==> config.mk <==
export PLATFORM = sky130hd
export DESIGN_NAME = piso_serializer_flat
export DESIGN_NICKNAME = d
export VERILOG_FILES = /design/src/rtl/piso_serializer_if.sv /design/src/rtl/piso_serializer.sv /design/src/flat_wrapper.sv
export SDC_FILE = /design/constraint.sdc
export NUM_CORES = 1
export LEC_CHECK = 0
export BUFFER_PORTS_ARGS = -buffer_cell sky130_fd_sc_hd__buf_2
export CORE_UTILIZATION = 47
export DETAILED_ROUTE_END_ITERATION = 12
export PLACE_DENSITY = 0.73
export SKIP_CTS_REPAIR_TIMING = 1
export SYNTH_ARGS = -nofsm -noshare
export SYNTH_HDL_FRONTEND = slang
export SYNTH_SLANG_ARGS = --single-unit
==> constraint.sdc <==
create_clock -name clock -period 1.3 [get_ports clock]
set_input_delay 0.26 -clock clock [delete_from_list [all_inputs] [get_ports clock]]
set_output_delay 0.26 -clock clock [all_outputs]
set_load 0.005 [all_outputs]
==> src/rtl/piso_serializer_if.sv <==
`default_nettype none
// ============================================================================
// Module      : piso_serializer_if
// Description : Load/shift handshake bundle for the PISO serializer.
// Revision    : 1.0 - initial release
// ============================================================================
interface piso_serializer_if #(
    parameter int WIDTH = 4,
    parameter int CNT_W = 8
);
    logic [WIDTH-1:0] parallel_in;
    logic             load_valid;
    logic             load_ready;
    logic             shift_enable;
    logic             serial_out;
    logic             serial_valid;
    logic             frame_start;
    logic             frame_last;
    logic [CNT_W-1:0] word_count;

    // Producer and consumer side, seen from outside the serializer
    modport master (
        output parallel_in, load_valid, shift_enable,
        input  load_ready, serial_out, serial_valid, frame_start, frame_last, word_count
    );

    modport slave (
        input  parallel_in, load_valid, shift_enable,
        output load_ready, serial_out, serial_valid, frame_start, frame_last, word_count
    );
endinterface
`default_nettype wire

==> src/rtl/piso_serializer.sv <==
`default_nettype none
// ============================================================================
// Module      : piso_serializer
// Description : Parallel-in/serial-out stage with one-word holding buffer.
// Revision    : 1.0 - initial release
// ============================================================================
module piso_serializer #(
    parameter int WIDTH     = 4,
    parameter bit MSB_FIRST = 1'b1,
    parameter int CNT_W     = 8
) (
    input  wire logic            clock,
    input  wire logic            reset,
    piso_serializer_if.slave     bus
);
    localparam int                 c_BIT_W   = $clog2(WIDTH);
    localparam logic [c_BIT_W-1:0] c_LAST    = c_BIT_W'(WIDTH - 1);
    localparam int                 c_OUT_BIT = MSB_FIRST ? WIDTH - 1 : 0;

    localparam logic [0:0] c_IDLE  = 1'b0;
    localparam logic [0:0] c_SHIFT = 1'b1;

    logic [0:0]         r_state;
    logic [0:0]         w_state_nxt;
    logic [WIDTH-1:0]   r_sreg;
    logic [WIDTH-1:0]   r_hold;
    logic               r_hold_full;
    logic [c_BIT_W-1:0] r_bit_cnt;
    logic [CNT_W-1:0]   r_word_count;

    logic w_load;
    logic w_consume;
    logic w_end_word;

    assign w_load     = bus.load_valid & ~r_hold_full;
    assign w_consume  = (r_state == c_SHIFT) & bus.shift_enable;
    assign w_end_word = w_consume & (r_bit_cnt == c_LAST);

    // State register
    always_ff @(posedge clock or posedge reset) begin
        if (reset) begin
            r_state <= c_IDLE;
        end else begin
            r_state <= w_state_nxt;
        end
    end

    // Next-state logic
    always_comb begin
        w_state_nxt = r_state;
        case (r_state)
            c_IDLE: begin
                if (w_load) begin
                    w_state_nxt = c_SHIFT;
                end
            end
            c_SHIFT: begin
                if (w_end_word && !r_hold_full && !w_load) begin
                    w_state_nxt = c_IDLE;
                end
            end
            default: w_state_nxt = c_IDLE;
        endcase
    end

    // Datapath: shift register, holding buffer, counters
    always_ff @(posedge clock or posedge reset) begin
        if (reset) begin
            r_sreg       <= '0;
            r_hold       <= '0;
            r_hold_full  <= 1'b0;
            r_bit_cnt    <= '0;
            r_word_count <= '0;
        end else if (r_state == c_IDLE) begin
            if (w_load) begin
                r_sreg    <= bus.parallel_in;
                r_bit_cnt <= '0;
            end
        end else begin
            if (w_end_word) begin
                r_word_count <= r_word_count + CNT_W'(1);
                if (r_hold_full) begin
                    r_sreg      <= r_hold;
                    r_hold_full <= 1'b0;
                    r_bit_cnt   <= '0;
                end else if (w_load) begin
                    r_sreg    <= bus.parallel_in;
                    r_bit_cnt <= '0;
                end
            end else begin
                if (w_consume) begin
                    r_sreg    <= MSB_FIRST ? (r_sreg << 1) : (r_sreg >> 1);
                    r_bit_cnt <= r_bit_cnt + c_BIT_W'(1);
                end
                // Any load that cannot go straight into sreg parks in hold
                if (w_load) begin
                    r_hold      <= bus.parallel_in;
                    r_hold_full <= 1'b1;
                end
            end
        end
    end

    // Output decode, purely from registered state
    always_comb begin
        bus.serial_valid = (r_state == c_SHIFT);
        bus.serial_out   = bus.serial_valid & r_sreg[c_OUT_BIT];
        bus.frame_start  = bus.serial_valid & (r_bit_cnt == '0);
        bus.frame_last   = bus.serial_valid & (r_bit_cnt == c_LAST);
        bus.load_ready   = ~r_hold_full;
        bus.word_count   = r_word_count;
    end
endmodule
`default_nettype wire

==> src/flat_wrapper.sv <==
// flat-port wrapper written by rule: the top's interface ports become plain ports
module piso_serializer_flat 
#(
    parameter int WIDTH     = 4,
    parameter bit MSB_FIRST = 1'b1,
    parameter int CNT_W     = 8
)
  (clock, reset, bus_parallel_in, bus_load_valid, bus_shift_enable, bus_load_ready, bus_serial_out, bus_serial_valid, bus_frame_start, bus_frame_last, bus_word_count);
  piso_serializer_if #(.WIDTH(WIDTH), .CNT_W(CNT_W)) bus_i ();
  input  wire logic clock;
  input  wire logic reset;
  input wire logic [$bits(bus_i.parallel_in)-1:0] bus_parallel_in;
  input wire logic [$bits(bus_i.load_valid)-1:0] bus_load_valid;
  input wire logic [$bits(bus_i.shift_enable)-1:0] bus_shift_enable;
  output wire logic [$bits(bus_i.load_ready)-1:0] bus_load_ready;
  output wire logic [$bits(bus_i.serial_out)-1:0] bus_serial_out;
  output wire logic [$bits(bus_i.serial_valid)-1:0] bus_serial_valid;
  output wire logic [$bits(bus_i.frame_start)-1:0] bus_frame_start;
  output wire logic [$bits(bus_i.frame_last)-1:0] bus_frame_last;
  output wire logic [$bits(bus_i.word_count)-1:0] bus_word_count;
  assign bus_i.parallel_in = bus_parallel_in;
  assign bus_i.load_valid = bus_load_valid;
  assign bus_i.shift_enable = bus_shift_enable;
  assign bus_load_ready = bus_i.load_ready;
  assign bus_serial_out = bus_i.serial_out;
  assign bus_serial_valid = bus_i.serial_valid;
  assign bus_frame_start = bus_i.frame_start;
  assign bus_frame_last = bus_i.frame_last;
  assign bus_word_count = bus_i.word_count;
  piso_serializer #(.WIDTH(WIDTH), .MSB_FIRST(MSB_FIRST), .CNT_W(CNT_W)) u_core (.clock(clock), .reset(reset), .bus(bus_i));
endmodule
==> impl_table.tex, run 1 <==
\begin{tabular}{lr}
\hline
Metric & Value \\
\hline
\multicolumn{2}{l}{\textbf{Timing}} \\
Final setup skew & 0.00681 ns \\
Time the final worst path needs with I/O delays and setup & 1.56 ns \\
Hold violation count in the final report & 0 \\
RSZ-0062 raised after global routing & true \\
Smallest setup slack after layout & -0.260 ns \\
Maximum frequency from static timing analysis & 641 MHz \\
Relative max-transition margin & between 70 and 80\% \\
Count of pins over their slew limit & 0 \\
Sum of negative setup slack & -2.54 ns \\
Transition at the pin with the smallest max-transition slack & 0.312 ns \\
Final-report setup violation count & 16 \\
Fraction of the cycle the final worst path needs & 120\% \\
\multicolumn{2}{l}{\textbf{Finish}} \\
Diodes inserted & 0 \\
Net count reported at finish & 145 \\
Most common cell after layout, fill and taps aside & sky130\_fd\_sc\_hd\_\_dfrtp\_1 \\
Layout cells sized above 1 & 52.6\% \\
Most frequent cells in the layout & 19 x sky130\_fd\_sc\_hd\_\_dfrtp\_1, 16 x sky130\_fd\_sc\_hd\_\_buf\_2, 15 x sky130\_fd\_sc\_hd\_\_buf\_4, 9 x sky130\_fd\_sc\_hd\_\_nand2\_1, 9 x sky130\_fd\_sc\_hd\_\_buf\_6 \\
Area grow syn2layout & 41.4\% \\
Final cell area excluding filler cells & 1470 um2 \\
\multicolumn{2}{l}{\textbf{Global route}} \\
Vias in the first global route & 787 \\
Total routing usage reported by global routing & 20.4\% \\
Largest net degree at the start of global routing & 14 \\
GR Overflow Total & 0 \\
Number of antenna violations at the first check in global routing & 0 \\
Global-route wire length before repair & 3720 um \\
\multicolumn{2}{l}{\textbf{Synth}} \\
Primary flip-flop cell chosen by synthesis mapping & sky130\_fd\_sc\_hd\_\_dfrtp\_1 \\
Sequential element share of the synthesized area & 48.3\% \\
Mapped Area & between 1000 and 1500 um2 \\
Portion of synthesized cell area occupied by the leading cell type & between 40\% and 50\% \\
Synth unique cells & 31 \\
Synth Area per Inst & 11.3 um2 \\
Biggest area contributors in the synthesized netlist & sky130\_fd\_sc\_hd\_\_dfrtp\_1 48\%, sky130\_fd\_sc\_hd\_\_mux2\_1 4.3\%, sky130\_fd\_sc\_hd\_\_ha\_1 3.6\% \\
Synthesized netlist net count & 103 \\
Count of flip-flops with a built-in enable after synthesis & 0 \\
Post-Syn Instances & 92 \\
Post-synthesis register bit count & 20 \\
Share of synthesized flip-flops with an asynchronous set or reset & 100\% \\
Warning count from the yosys run & 0 \\
Cell type contributing the most total cell area after synthesis & sky130\_fd\_sc\_hd\_\_dfrtp\_1 \\
\multicolumn{2}{l}{\textbf{Place}} \\
Placer congestion estimate & 0.773 \\
DPL Wire Length & between 1500 and 2000 um \\
PortBufs & 20 \\
Post-placement worst setup slack & -0.0858 ns \\
Placed instance area & 1290 um2 \\
\multicolumn{2}{l}{\textbf{Clocking}} \\
Worst-path clk slew & 0.13 ns \\
Maximum buffer depth of the clock tree & 2 \\
Number of clock sinks seen by CTS & 20 \\
CTS buffer count & 3 \\
Clock tree root driver cell & sky130\_fd\_sc\_hd\_\_clkbuf\_4 \\
Clock latency of the later-clocked register in the worst-skew pair & 0.33 ns \\
TritonCTS clock tree & yes \\
Htree depth & 1 \\
\multicolumn{2}{l}{\textbf{Die}} \\
Initial Util & 51.3\% \\
Floorplan row count & 16 \\
Count of boundary I/O pins & 21 \\
Die extent in y & 49.0 um \\
Die Width & 49.0 um \\
Total core area & about 2000 um2 \\
Die Outline Area & roughly 2400 um2 \\
\multicolumn{2}{l}{\textbf{Routing}} \\
Routed wirelength normalized by instance count & 15.0 um \\
Count of nets left with antenna violations after detail routing & 0 \\
Routed WL & 2390 um \\
Via count & 836 \\
Total DRC errors in the routed layout & 0 \\
First-pass iteration count of the detailed router & 4 \\
First-iteration detailed-routing DRC count & 19 \\
Via/cell ratio & 5.23 \\
\multicolumn{2}{l}{\textbf{Worst setup path}} \\
Worst setup path category & reg -> out \\
Worst Path Required & 1.04 ns \\
Worst r2r path cells & 5 \\
Register-to-Register Setup Slack & -0.25 ns \\
Kind of launch point of the worst setup path & flip-flop \\
Largest driver fanout on the critical path & 4 \\
Critical path capture point type & output port \\
Critical register-to-register path startpoint & u\_core.r\_bit\_cnt[1] \\
Critical register-to-register path endpoint & u\_core.r\_hold[1] \\
Worst endpoint data arrival time & 1.30 ns \\
\multicolumn{2}{l}{\textbf{Hold path}} \\
Hold/Removal Path Class & in -> reg \\
Hold wc startpoint & bus\_parallel\_in[2] \\
Cell depth of the worst min-delay path & 2 \\
Worst min-delay path endpoint & u\_core.r\_hold[2] \\
\multicolumn{2}{l}{\textbf{Power}} \\
Static leakage & 0.733 nW \\
Power per unit of standard cell area & 1990 nW/um2 \\
Pwr Total & 2.92 mW \\
Maximum vdd ir drop & between 0.001 and 0.0015 V \\
\multicolumn{2}{l}{\textbf{Job}} \\
Max Cap Viol & 0 \\
\multicolumn{2}{l}{\textbf{Status}} \\
Violated checks & setup timing \\
Result of the run & complete, but fails checks \\
\hline
\end{tabular}
==> synthesized netlist by cell type, types with 2 or more instances <==
cell type	instances
sky130_fd_sc_hd__and3_1	2
sky130_fd_sc_hd__o21ai_0	4
sky130_fd_sc_hd__buf_6	2
sky130_fd_sc_hd__nor3_1	4
sky130_fd_sc_hd__mux2_1	4
sky130_fd_sc_hd__inv_1	8
sky130_fd_sc_hd__buf_2	2
sky130_fd_sc_hd__xor2_1	3
sky130_fd_sc_hd__nor2_1	2
sky130_fd_sc_hd__and2_2	2
sky130_fd_sc_hd__a221oi_1	3
sky130_fd_sc_hd__dfrtp_1	20
sky130_fd_sc_hd__nand2_1	9
sky130_fd_sc_hd__xnor2_1	4
sky130_fd_sc_hd__nand4_1	3
sky130_fd_sc_hd__ha_1	3
sky130_fd_sc_hd__and2_1	2
sky130_fd_sc_hd__nand3b_1	2
==> routing by layer <==
layer | up-vias | GRT usage (%) | share of wire, %
met4 | 0 | 8.82 | 1.6
li1 | 403 | - | -
met3 | 3 | 2.80 | 3.9
met2 | 25 | 32.4 | 49
met1 | 405 | 27.9 | 45
met5 | - | 0 | 0
==> kinds of logic (layout without fill, tap and decap cells) <==
family                     count (synthesis)  in the layout  share of synthesized area, %
muxes                                      5              5                          5.43
DFF                                       20             20                          48.3
buffers and inverters                     12             53                          6.03
AOI/OAI and AO/OA                         12             12                          10.4
xor gates and xnor gates                   7              7                          5.91
and+or+nand+nor                           33             33                          20.4
adders and majority gates                  3              3                          3.62
==> per-stage QoR <==
step,instances,util [%],hold WS (ns)
finish,160,72.5,0.173
global route,160,72.5,0.174
CTS,155,65.8,-0.127
detailed placement,151,64.0,0.216
global placement,151,64.0,0.208
floorplan,92,-,0.224
==> report_power, final <==
group / switching, mW / internal, mW / leakage, nW
clock: 0.224 / 0.172 / 0.0210
sequential: 0.212 / 0.848 / 0.246
combinational: 0.599 / 0.860 / 0.466
==> flip-flops by register name, indices dropped and copies added, names as in the netlist <==
register	cells
u_core.bus.word_count	8
u_core.r_hold	4
u_core.r_sreg	4
u_core.r_bit_cnt	2
u_core.bus.serial_valid	1
u_core.r_hold_full	1
==> critical path, cell delays in order (launching register included) <==
cell and delay [ns]:
sky130_fd_sc_hd__dfrtp_1 0.44, sky130_fd_sc_hd__ha_4 0.19, sky130_fd_sc_hd__buf_6 0.12, sky130_fd_sc_hd__and2_4 0.13
sky130_fd_sc_hd__buf_6 0.10
==> how the worst max path moves through the flow <==
stage / start / to / slack (ns) / depth (start not counted)
floorplan: u_core.r_bit_cnt[1] / u_core.r_sreg[0] / -0.06 / 5
global placement: u_core.r_bit_cnt[1] / u_core.r_hold[0] / -0.08 / 4
detailed placement: u_core.r_bit_cnt[1] / u_core.r_hold[3] / -0.09 / 4
CTS: u_core.r_bit_cnt[1] / bus_frame_last / -0.34 / 4
global route: u_core.r_bit_cnt[1] / u_core.r_hold[1] / -0.30 / 5
finish: u_core.r_bit_cnt[1] / bus_frame_last / -0.26 / 4
==> final cells by class <==
| cell class | count | area [um2] |
|---|---|---|
| Clock buffer | 4 | 36.3 |
| Fill cell | 145 | 556 |
| Inverter | 8 | 35.0 |
| Multi-Input combinational cell | 60 | 556 |
| Sequential cell | 20 | 502 |
| Tap cell | 27 | 33.8 |
| Timing Repair Buffer | 41 | 304 |
No activity file was read; power rests on OpenSTA's default activity.
==> run 2, diff against run 1 <==
--- a/config.mk
+++ b/config.mk
@@ -6,6 +6,7 @@
 export NUM_CORES = 1
 export LEC_CHECK = 0
 export BUFFER_PORTS_ARGS = -buffer_cell sky130_fd_sc_hd__buf_2
+export CORE_MARGIN = 10
 export CORE_UTILIZATION = 47
 export DETAILED_ROUTE_END_ITERATION = 12
 export PLACE_DENSITY = 0.73
==> run 2 against run 1 <==
Against the previous run:
- the flow still finishes with violations (setup timing)
- sequential share of layout area fell by 1.0 points
- critical path depth is the same
- wire length is 8.6% higher
- register-to-register slack about the same
- die area grew 87%
- largest cell class unchanged
- largest power group unchanged
==> impl_table.tex, run 2 (synthesis gave the netlist of run 1 again) <==
\begin{tabular}{lr}
\hline
Metric & Value \\
\hline
\multicolumn{2}{l}{\textbf{Status}} \\
Result of the run & complete, but fails checks (unchanged) \\
Violated checks & setup timing (unchanged) \\
\multicolumn{2}{l}{\textbf{Worst setup path}} \\
Worst Path Required & 1.04 ns (about the same) \\
Highest-delay cell along the critical path & sky130\_fd\_sc\_hd\_\_dfrtp\_1 (unchanged) \\
Largest driver fanout on the critical path & 4 (unchanged) \\
Critical register-to-register path endpoint & u\_core.r\_hold[0] (was u\_core.r\_hold[1]) \\
Register-to-Register Setup Slack & -0.24 ns (was -0.25 ns) \\
Critical register-to-register path startpoint & u\_core.r\_bit\_cnt[1] (unchanged) \\
Worst r2r path cells & 5 (unchanged) \\
Kind of launch point of the worst setup path & flip-flop (unchanged) \\
Series of cell instances along the critical path & ha\_4 > buf\_6 > and2\_4 > buf\_6 (unchanged) \\
Worst setup path category & reg -> out (unchanged) \\
Worst endpoint data arrival time & 1.28 ns (was 1.30 ns) \\
Critical path capture point type & output port (unchanged) \\
Crit-path most repeated cell & sky130\_fd\_sc\_hd\_\_buf\_6 (unchanged) \\
Critical Path Max Stage Delay & 0.44 ns (about the same) \\
\multicolumn{2}{l}{\textbf{Finish}} \\
Diodes inserted & 0 (unchanged) \\
Net count reported at finish & 148 (was 145) \\
Final cell area excluding filler cells & 1510 um2 (was 1470 um2) \\
Most frequent cells in the layout & 19 x sky130\_fd\_sc\_hd\_\_dfrtp\_1, 16 x sky130\_fd\_sc\_hd\_\_buf\_2, 14 x sky130\_fd\_sc\_hd\_\_buf\_4, 13 x sky130\_fd\_sc\_hd\_\_buf\_6, 8 x sky130\_fd\_sc\_hd\_\_nand2\_1 (was 19 x sky130\_fd\_sc\_hd\_\_dfrtp\_1, 16 x sky130\_fd\_sc\_hd\_\_buf\_2, 15 x sky130\_fd\_sc\_hd\_\_buf\_4, 9 x sky130\_fd\_sc\_hd\_\_nand2\_1, 9 x sky130\_fd\_sc\_hd\_\_buf\_6) \\
Final core area utilization & 74.8\% (was 72.5\%) \\
Fillers & 132 (was 145) \\
Most common cell after layout, fill and taps aside & sky130\_fd\_sc\_hd\_\_dfrtp\_1 (unchanged) \\
Max reg flops & 8 (unchanged) \\
Area grow syn2layout & 45.8\% (was 41.4\%) \\
Layout cells sized above 1 & 53.3\% (was 52.6\%) \\
\multicolumn{2}{l}{\textbf{Global route}} \\
Largest net degree at the start of global routing & 21 (was 14) \\
Vias in the first global route & 829 (was 787) \\
GR Overflow Total & 0 (unchanged) \\
Total routing usage reported by global routing & 10.6\% (was 20.4\%) \\
Global-route wire length before repair & 3800 um (was 3720 um) \\
Number of antenna violations at the first check in global routing & 0 (unchanged) \\
\multicolumn{2}{l}{\textbf{Clocking}} \\
Maximum buffer depth of the clock tree & 2 (unchanged) \\
Clock latency of the later-clocked register in the worst-skew pair & 0.30 ns (was 0.33 ns) \\
CTS buffer count & 3 (unchanged) \\
Htree depth & 1 (unchanged) \\
Clock tree root driver cell & sky130\_fd\_sc\_hd\_\_clkbuf\_4 (unchanged) \\
Worst-path clk slew & 0.11 ns (was 0.13 ns) \\
Number of clock sinks seen by CTS & 20 (unchanged) \\
TritonCTS clock tree & yes (unchanged) \\
\multicolumn{2}{l}{\textbf{Power}} \\
Static leakage & 0.753 nW (was 0.733 nW) \\
Pwr Total & 2.98 mW (was 2.92 mW) \\
Maximum vdd ir drop & 0.00128 V (was 0.00114 V) \\
Power per unit of standard cell area & 1970 nW/um2 (was 1990 nW/um2) \\
\multicolumn{2}{l}{\textbf{Timing}} \\
Time the final worst path needs with I/O delays and setup & 1.54 ns (was 1.56 ns) \\
Relative max-transition margin & 81.7\% (was 79.2\%) \\
Hold violation count in the final report & 0 (unchanged) \\
Fraction of the cycle the final worst path needs & 118\% (was 120\%) \\
Maximum frequency from static timing analysis & 649 MHz (was 641 MHz) \\
Transition at the pin with the smallest max-transition slack & 0.275 ns (was 0.312 ns) \\
Final-report setup violation count & 15 (was 16) \\
Smallest setup slack after layout & -0.240 ns (was -0.260 ns) \\
Count of pins over their slew limit & 0 (unchanged) \\
RSZ-0062 raised after global routing & true (unchanged) \\
Final setup skew & 0.00826 ns (was 0.00681 ns) \\
\multicolumn{2}{l}{\textbf{Hold path}} \\
Hold wc startpoint & bus\_parallel\_in[0] (was bus\_parallel\_in[2]) \\
Worst min-delay path endpoint & u\_core.r\_sreg[0] (was u\_core.r\_hold[2]) \\
Cell depth of the worst min-delay path & 2 (unchanged) \\
Hold/Removal Path Class & in -> reg (unchanged) \\
\multicolumn{2}{l}{\textbf{Place}} \\
Placed instance area & 1310 um2 (was 1290 um2) \\
PortBufs & 20 (unchanged) \\
Post-placement worst setup slack & -0.102 ns (was -0.0858 ns) \\
Placer congestion estimate & 0.824 (was 0.773) \\
DPL Wire Length & 1840 um (was 1600 um) \\
\multicolumn{2}{l}{\textbf{Routing}} \\
Count of nets left with antenna violations after detail routing & 0 (unchanged) \\
Routed WL & 2600 um (was 2390 um) \\
First-iteration detailed-routing DRC count & 40 (was 19) \\
Routed wirelength normalized by instance count & 16.0 um (was 15.0 um) \\
Via/cell ratio & 5.30 (was 5.23) \\
First-pass iteration count of the detailed router & 4 (unchanged) \\
Total DRC errors in the routed layout & 0 (unchanged) \\
Via count & 859 (was 836) \\
\multicolumn{2}{l}{\textbf{Die}} \\
Die extent in y & 67.0 um (was 49.0 um) \\
Die Outline Area & 4490 um2 (was 2400 um2) \\
Initial Util & 51.3\% (unchanged) \\
Total core area & 2020 um2 (unchanged) \\
Die Width & 67.0 um (was 49.0 um) \\
Count of boundary I/O pins & 21 (unchanged) \\
Floorplan row count & 16 (unchanged) \\
\multicolumn{2}{l}{\textbf{Job}} \\
Max Cap Viol & 0 (unchanged) \\
\hline
\end{tabular}
run 2: cell types whose count changed in the layout (fill, tap and decap cells not counted), sizes merged:
cell    before  now
buf         40   43
clkbuf       4    3
run 2: worst max path at each step:
| stage | start | endpoint | slack [ns] |
|---|---|---|---|
| final | u_core.r_bit_cnt[1] | bus_frame_last | -0.24 |
| after CTS | u_core.r_bit_cnt[1] | bus_frame_last | -0.33 |
| after detailed placement | u_core.r_bit_cnt[1] | u_core.r_hold[3] | -0.10 |
| after floorplan | u_core.r_bit_cnt[1] | u_core.r_sreg[0] | -0.06 |
| after global placement | u_core.r_bit_cnt[1] | u_core.r_hold[0] | -0.08 |
| after global routing | u_core.r_bit_cnt[1] | u_core.r_hold[0] | -0.28 |
run 2: cell type report:
type	instances	area, um2	share of cell area (%)
timing repair buffer	44	342	22.6
tap	27	33.8	2.23
sequential	20	502	33.2
multi-input combinational	60	576	38.0
clock buffer	3	22.5	1.49
inverter	8	37.5	2.48
run 2: worst max-delay path, delay by kind of cell (launching register included):
kind / cells / cell delay, ns
adders and majority gates: 1 / 0.20
and+or+nand+nor: 1 / 0.13
DFF: 1 / 0.44
buffers and inverters: 2 / 0.23
run 2: metal layers:
metal,global-route usage (%),up-vias,share of wire (%)
met4,3.08,0,0.15
li1,-,404,-
met1,13.0,429,41
met2,17.4,24,51
met3,3.01,2,7.4
met5,0,-,0
run 2: stage by stage:
step	setup TNS (ns)	instances	hold WS, ns
after floorplan	-0.250	92	0.224
after global placement	-0.378	153	0.297
after detailed placement	-0.680	153	0.304
after CTS	-1.81	156	-0.0207
after global routing	-3.17	162	0.192
final	-2.31	162	0.199
run 2: power breakdown:
part	internal (mW)	switching (mW)
registers	0.849	0.216
logic	0.964	0.657
clock network	0.108	0.186
total	1.92	1.06
==> run 3, diff against run 2 <==
--- a/config.mk
+++ b/config.mk
@@ -6,7 +6,7 @@
 export NUM_CORES = 1
 export LEC_CHECK = 0
 export BUFFER_PORTS_ARGS = -buffer_cell sky130_fd_sc_hd__buf_2
-export CORE_MARGIN = 10
+export CORE_MARGIN = 1.5
 export CORE_UTILIZATION = 47
 export DETAILED_ROUTE_END_ITERATION = 12
 export PLACE_DENSITY = 0.73
==> run 3 against run 2 <==
Against the previous run:
- the run still ends with setup timing left
- first-iteration DRC count is 53% lower
- count of clock-buffer cells in the layout unchanged
- sequential share of layout area is 0.35 points lower
- largest power group unchanged
- critical path type unchanged
- worst hold slack got worse by 0.0063 ns
- global-route usage up 9.1 points
- die area shrank 44%
- non-clock buffer count is the same
- sequential power is essentially flat
- flip-flop and latch count unchanged
- highest routed layer unchanged
==> impl_table.tex, run 3 (synthesis gave the netlist of run 1 again) <==
\begin{tabular}{lr}
\hline
Metric & Value \\
\hline
\multicolumn{2}{l}{\textbf{Power}} \\
Internal power contribution & 2.08 mW (was 1.92 mW) \\
Maximum vdd ir drop & 0.00121 V (was 0.00128 V) \\
Share of total power in the clock network & 16.6\% (was 9.9\%) \\
Static leakage & 0.751 nW (was 0.753 nW) \\
Net switching fraction of the power & 33.6\% (was 35.6\%) \\
Power per unit of standard cell area & 2050 nW/um2 (was 1970 nW/um2) \\
Switching power summed over all nets & 1.05 mW (was 1.06 mW) \\
Sequential share of power & 34.1\% (was 35.7\%) \\
Logic gate share of total power & 49.3\% (was 54.4\%) \\
\multicolumn{2}{l}{\textbf{Worst setup path}} \\
Category of cells accounting for the largest share of critical-path delay & flip-flops (unchanged) \\
Critical Path Max Stage Delay & 0.44 ns (about the same) \\
Largest driver fanout on the critical path & 4 (unchanged) \\
Critical register-to-register path startpoint & u\_core.r\_bit\_cnt[1] (unchanged) \\
Critical register-to-register path endpoint & u\_core.r\_hold[0] (unchanged) \\
Kind of launch point of the worst setup path & flip-flop (unchanged) \\
Worst endpoint data arrival time & 1.29 ns (was 1.28 ns) \\
Critical path buffers and inverters & 2 (unchanged) \\
Worst r2r path cells & 5 (unchanged) \\
Register-to-Register Setup Slack & -0.25 ns (was -0.24 ns) \\
Series of cell instances along the critical path & ha\_4 > buf\_6 > and2\_4 > buf\_6 (unchanged) \\
Critical path capture point type & output port (unchanged) \\
Worst Path Required & 1.04 ns (about the same) \\
Highest-delay cell along the critical path & sky130\_fd\_sc\_hd\_\_dfrtp\_1 (unchanged) \\
Worst setup path category & reg -> out (unchanged) \\
Crit-path most repeated cell & sky130\_fd\_sc\_hd\_\_buf\_6 (unchanged) \\
\multicolumn{2}{l}{\textbf{Clocking}} \\
Clock tree root driver cell & sky130\_fd\_sc\_hd\_\_clkbuf\_4 (unchanged) \\
Clock latency of the later-clocked register in the worst-skew pair & 0.31 ns (was 0.30 ns) \\
Htree depth & 1 (unchanged) \\
TritonCTS clock tree & yes (unchanged) \\
Maximum buffer depth of the clock tree & 2 (unchanged) \\
CTS buffer count & 3 (unchanged) \\
Number of clock sinks seen by CTS & 20 (unchanged) \\
Worst-path clk slew & 0.12 ns (was 0.11 ns) \\
\multicolumn{2}{l}{\textbf{Timing}} \\
RSZ-0062 raised after global routing & true (unchanged) \\
Fraction of the cycle the final worst path needs & 119\% (was 118\%) \\
Relative max-transition margin & 82.1\% (was 81.7\%) \\
Final setup skew & 0.00547 ns (was 0.00826 ns) \\
Time the final worst path needs with I/O delays and setup & 1.55 ns (was 1.54 ns) \\
Smallest setup slack after layout & -0.248 ns (was -0.240 ns) \\
Count of pins over their slew limit & 0 (unchanged) \\
Final hold slack & 0.193 ns (was 0.199 ns) \\
Maximum frequency from static timing analysis & 646 MHz (was 649 MHz) \\
Transition at the pin with the smallest max-transition slack & 0.268 ns (was 0.275 ns) \\
Final-report setup violation count & 14 (was 15) \\
Hold violation count in the final report & 0 (unchanged) \\
\multicolumn{2}{l}{\textbf{Hold path}} \\
Hold/Removal Path Class & in -> reg (unchanged) \\
Cell depth of the worst min-delay path & 2 (unchanged) \\
Worst min-delay path endpoint & u\_core.r\_sreg[0] (unchanged) \\
Hold wc startpoint & bus\_parallel\_in[0] (unchanged) \\
\multicolumn{2}{l}{\textbf{Die}} \\
Total core area & 2020 um2 (unchanged) \\
Floorplan row count & 16 (unchanged) \\
Count of boundary I/O pins & 21 (unchanged) \\
Die extent in y & 50.0 um (was 67.0 um) \\
Initial Util & 51.3\% (unchanged) \\
Die Width & 50.0 um (was 67.0 um) \\
Die Outline Area & 2500 um2 (was 4490 um2) \\
\multicolumn{2}{l}{\textbf{Finish}} \\
Max reg flops & 8 (unchanged) \\
Fillers & 128 (was 132) \\
Diodes inserted & 0 (unchanged) \\
Most frequent cells in the layout & 19 x sky130\_fd\_sc\_hd\_\_dfrtp\_1, 16 x sky130\_fd\_sc\_hd\_\_buf\_2, 16 x sky130\_fd\_sc\_hd\_\_buf\_4, 10 x sky130\_fd\_sc\_hd\_\_buf\_6, 9 x sky130\_fd\_sc\_hd\_\_nand2\_1 (was 19 x sky130\_fd\_sc\_hd\_\_dfrtp\_1, 16 x sky130\_fd\_sc\_hd\_\_buf\_2, 14 x sky130\_fd\_sc\_hd\_\_buf\_4, 13 x sky130\_fd\_sc\_hd\_\_buf\_6, 8 x sky130\_fd\_sc\_hd\_\_nand2\_1) \\
Non-filler instance count after layout & 163 (was 162) \\
Area grow syn2layout & 47.4\% (was 45.8\%) \\
Layout cells sized above 1 & 53.7\% (was 53.3\%) \\
Net count reported at finish & 148 (unchanged) \\
Final core area utilization & 75.6\% (was 74.8\%) \\
Most common cell after layout, fill and taps aside & sky130\_fd\_sc\_hd\_\_dfrtp\_1 (unchanged) \\
\multicolumn{2}{l}{\textbf{Status}} \\
Result of the run & complete, but fails checks (unchanged) \\
Violated checks & setup timing (unchanged) \\
\multicolumn{2}{l}{\textbf{Routing}} \\
Count of nets left with antenna violations after detail routing & 0 (unchanged) \\
Detailed-routed wire length on met3 & 86 um (was 193 um) \\
First-pass iteration count of the detailed router & 5 (was 4) \\
Routed wirelength normalized by instance count & 15.6 um (was 16.0 um) \\
Via/cell ratio & 5.28 (was 5.30) \\
First-iteration detailed-routing DRC count & 19 (was 40) \\
Routed length on met1 & 1070 um (about the same) \\
Via count & 860 (was 859) \\
Routed WL & 2540 um (was 2600 um) \\
Total DRC errors in the routed layout & 0 (unchanged) \\
Highest metal used & met4 (unchanged) \\
Detail Route met2 WL & 1330 um (about the same) \\
\multicolumn{2}{l}{\textbf{Global route}} \\
Vias in the first global route & 768 (was 829) \\
Total routing usage reported by global routing & 19.6\% (was 10.6\%) \\
Largest net degree at the start of global routing & 21 (unchanged) \\
Global-route wire length before repair & 3650 um (was 3800 um) \\
Number of antenna violations at the first check in global routing & 0 (unchanged) \\
GR Overflow Total & 0 (unchanged) \\
\multicolumn{2}{l}{\textbf{Place}} \\
PortBufs & 20 (unchanged) \\
Post-placement worst setup slack & -0.0854 ns (was -0.102 ns) \\
DPL Wire Length & 1550 um (was 1840 um) \\
Placer congestion estimate & 0.785 (was 0.824) \\
Cell Count Post-Placement & 152 (was 153) \\
\multicolumn{2}{l}{\textbf{Job}} \\
Max Cap Viol & 0 (unchanged) \\
\hline
\end{tabular}
run 3: power by group through the flow:
stage	combinational (mW)	clock [mW]	sequential [mW]
2_1_floorplan	0.772	0	1.01
3_3_place_gp	1.14	0	1.04
3_5_place_dp	1.17	0	1.06
4_1_cts	1.19	0.528	1.04
5_1_grt	1.68	0.551	1.10
6_report	1.54	0.519	1.07
run 3: layout make-up:
cell class	count	area [um2]	share of cell area, %
multi-input cells	60	561	36.7
flip-flops and latches	20	502	32.8
inverters	8	37.5	2.45
repair buffers	44	343	22.4
clock inverters	1	30.0	1.96
clock buffers	3	22.5	1.47
well taps	27	33.8	2.21
run 3: how the worst max path moves through the flow:
stage	from	to	slack, ns	depth (start not counted)
5_1_grt	u_core.r_bit_cnt[1]	u_core.r_sreg[2]	-0.30	6
3_3_place_gp	u_core.r_bit_cnt[1]	u_core.r_hold[0]	-0.06	4
4_1_cts	u_core.r_bit_cnt[1]	bus_frame_last	-0.39	4
6_report	u_core.r_bit_cnt[1]	bus_frame_last	-0.25	4
2_1_floorplan	u_core.r_bit_cnt[1]	u_core.r_sreg[0]	-0.06	5
3_5_place_dp	u_core.r_bit_cnt[1]	u_core.r_hold[0]	-0.09	4
run 3: layer usage:
| metal | GRT usage (%) | vias to the layer above |
|---|---|---|
| li1 | - | 406 |
| met1 | 26.2 | 420 |
| met2 | 31.6 | 28 |
| met3 | 3.03 | 6 |
| met4 | 8.33 | 0 |
| met5 | 0 | - |
run 3: per-stage QoR:
step           cell area (um2)  TNS [ns]  power [mW]
6_report                  1530     -2.36        3.13
5_1_grt                   1530     -3.65        3.33
4_1_cts                   1370     -1.93        2.76
3_5_place_dp              1310    -0.549        2.23
3_3_place_gp              1310    -0.305        2.18
2_1_floorplan             1070    -0.250        1.78
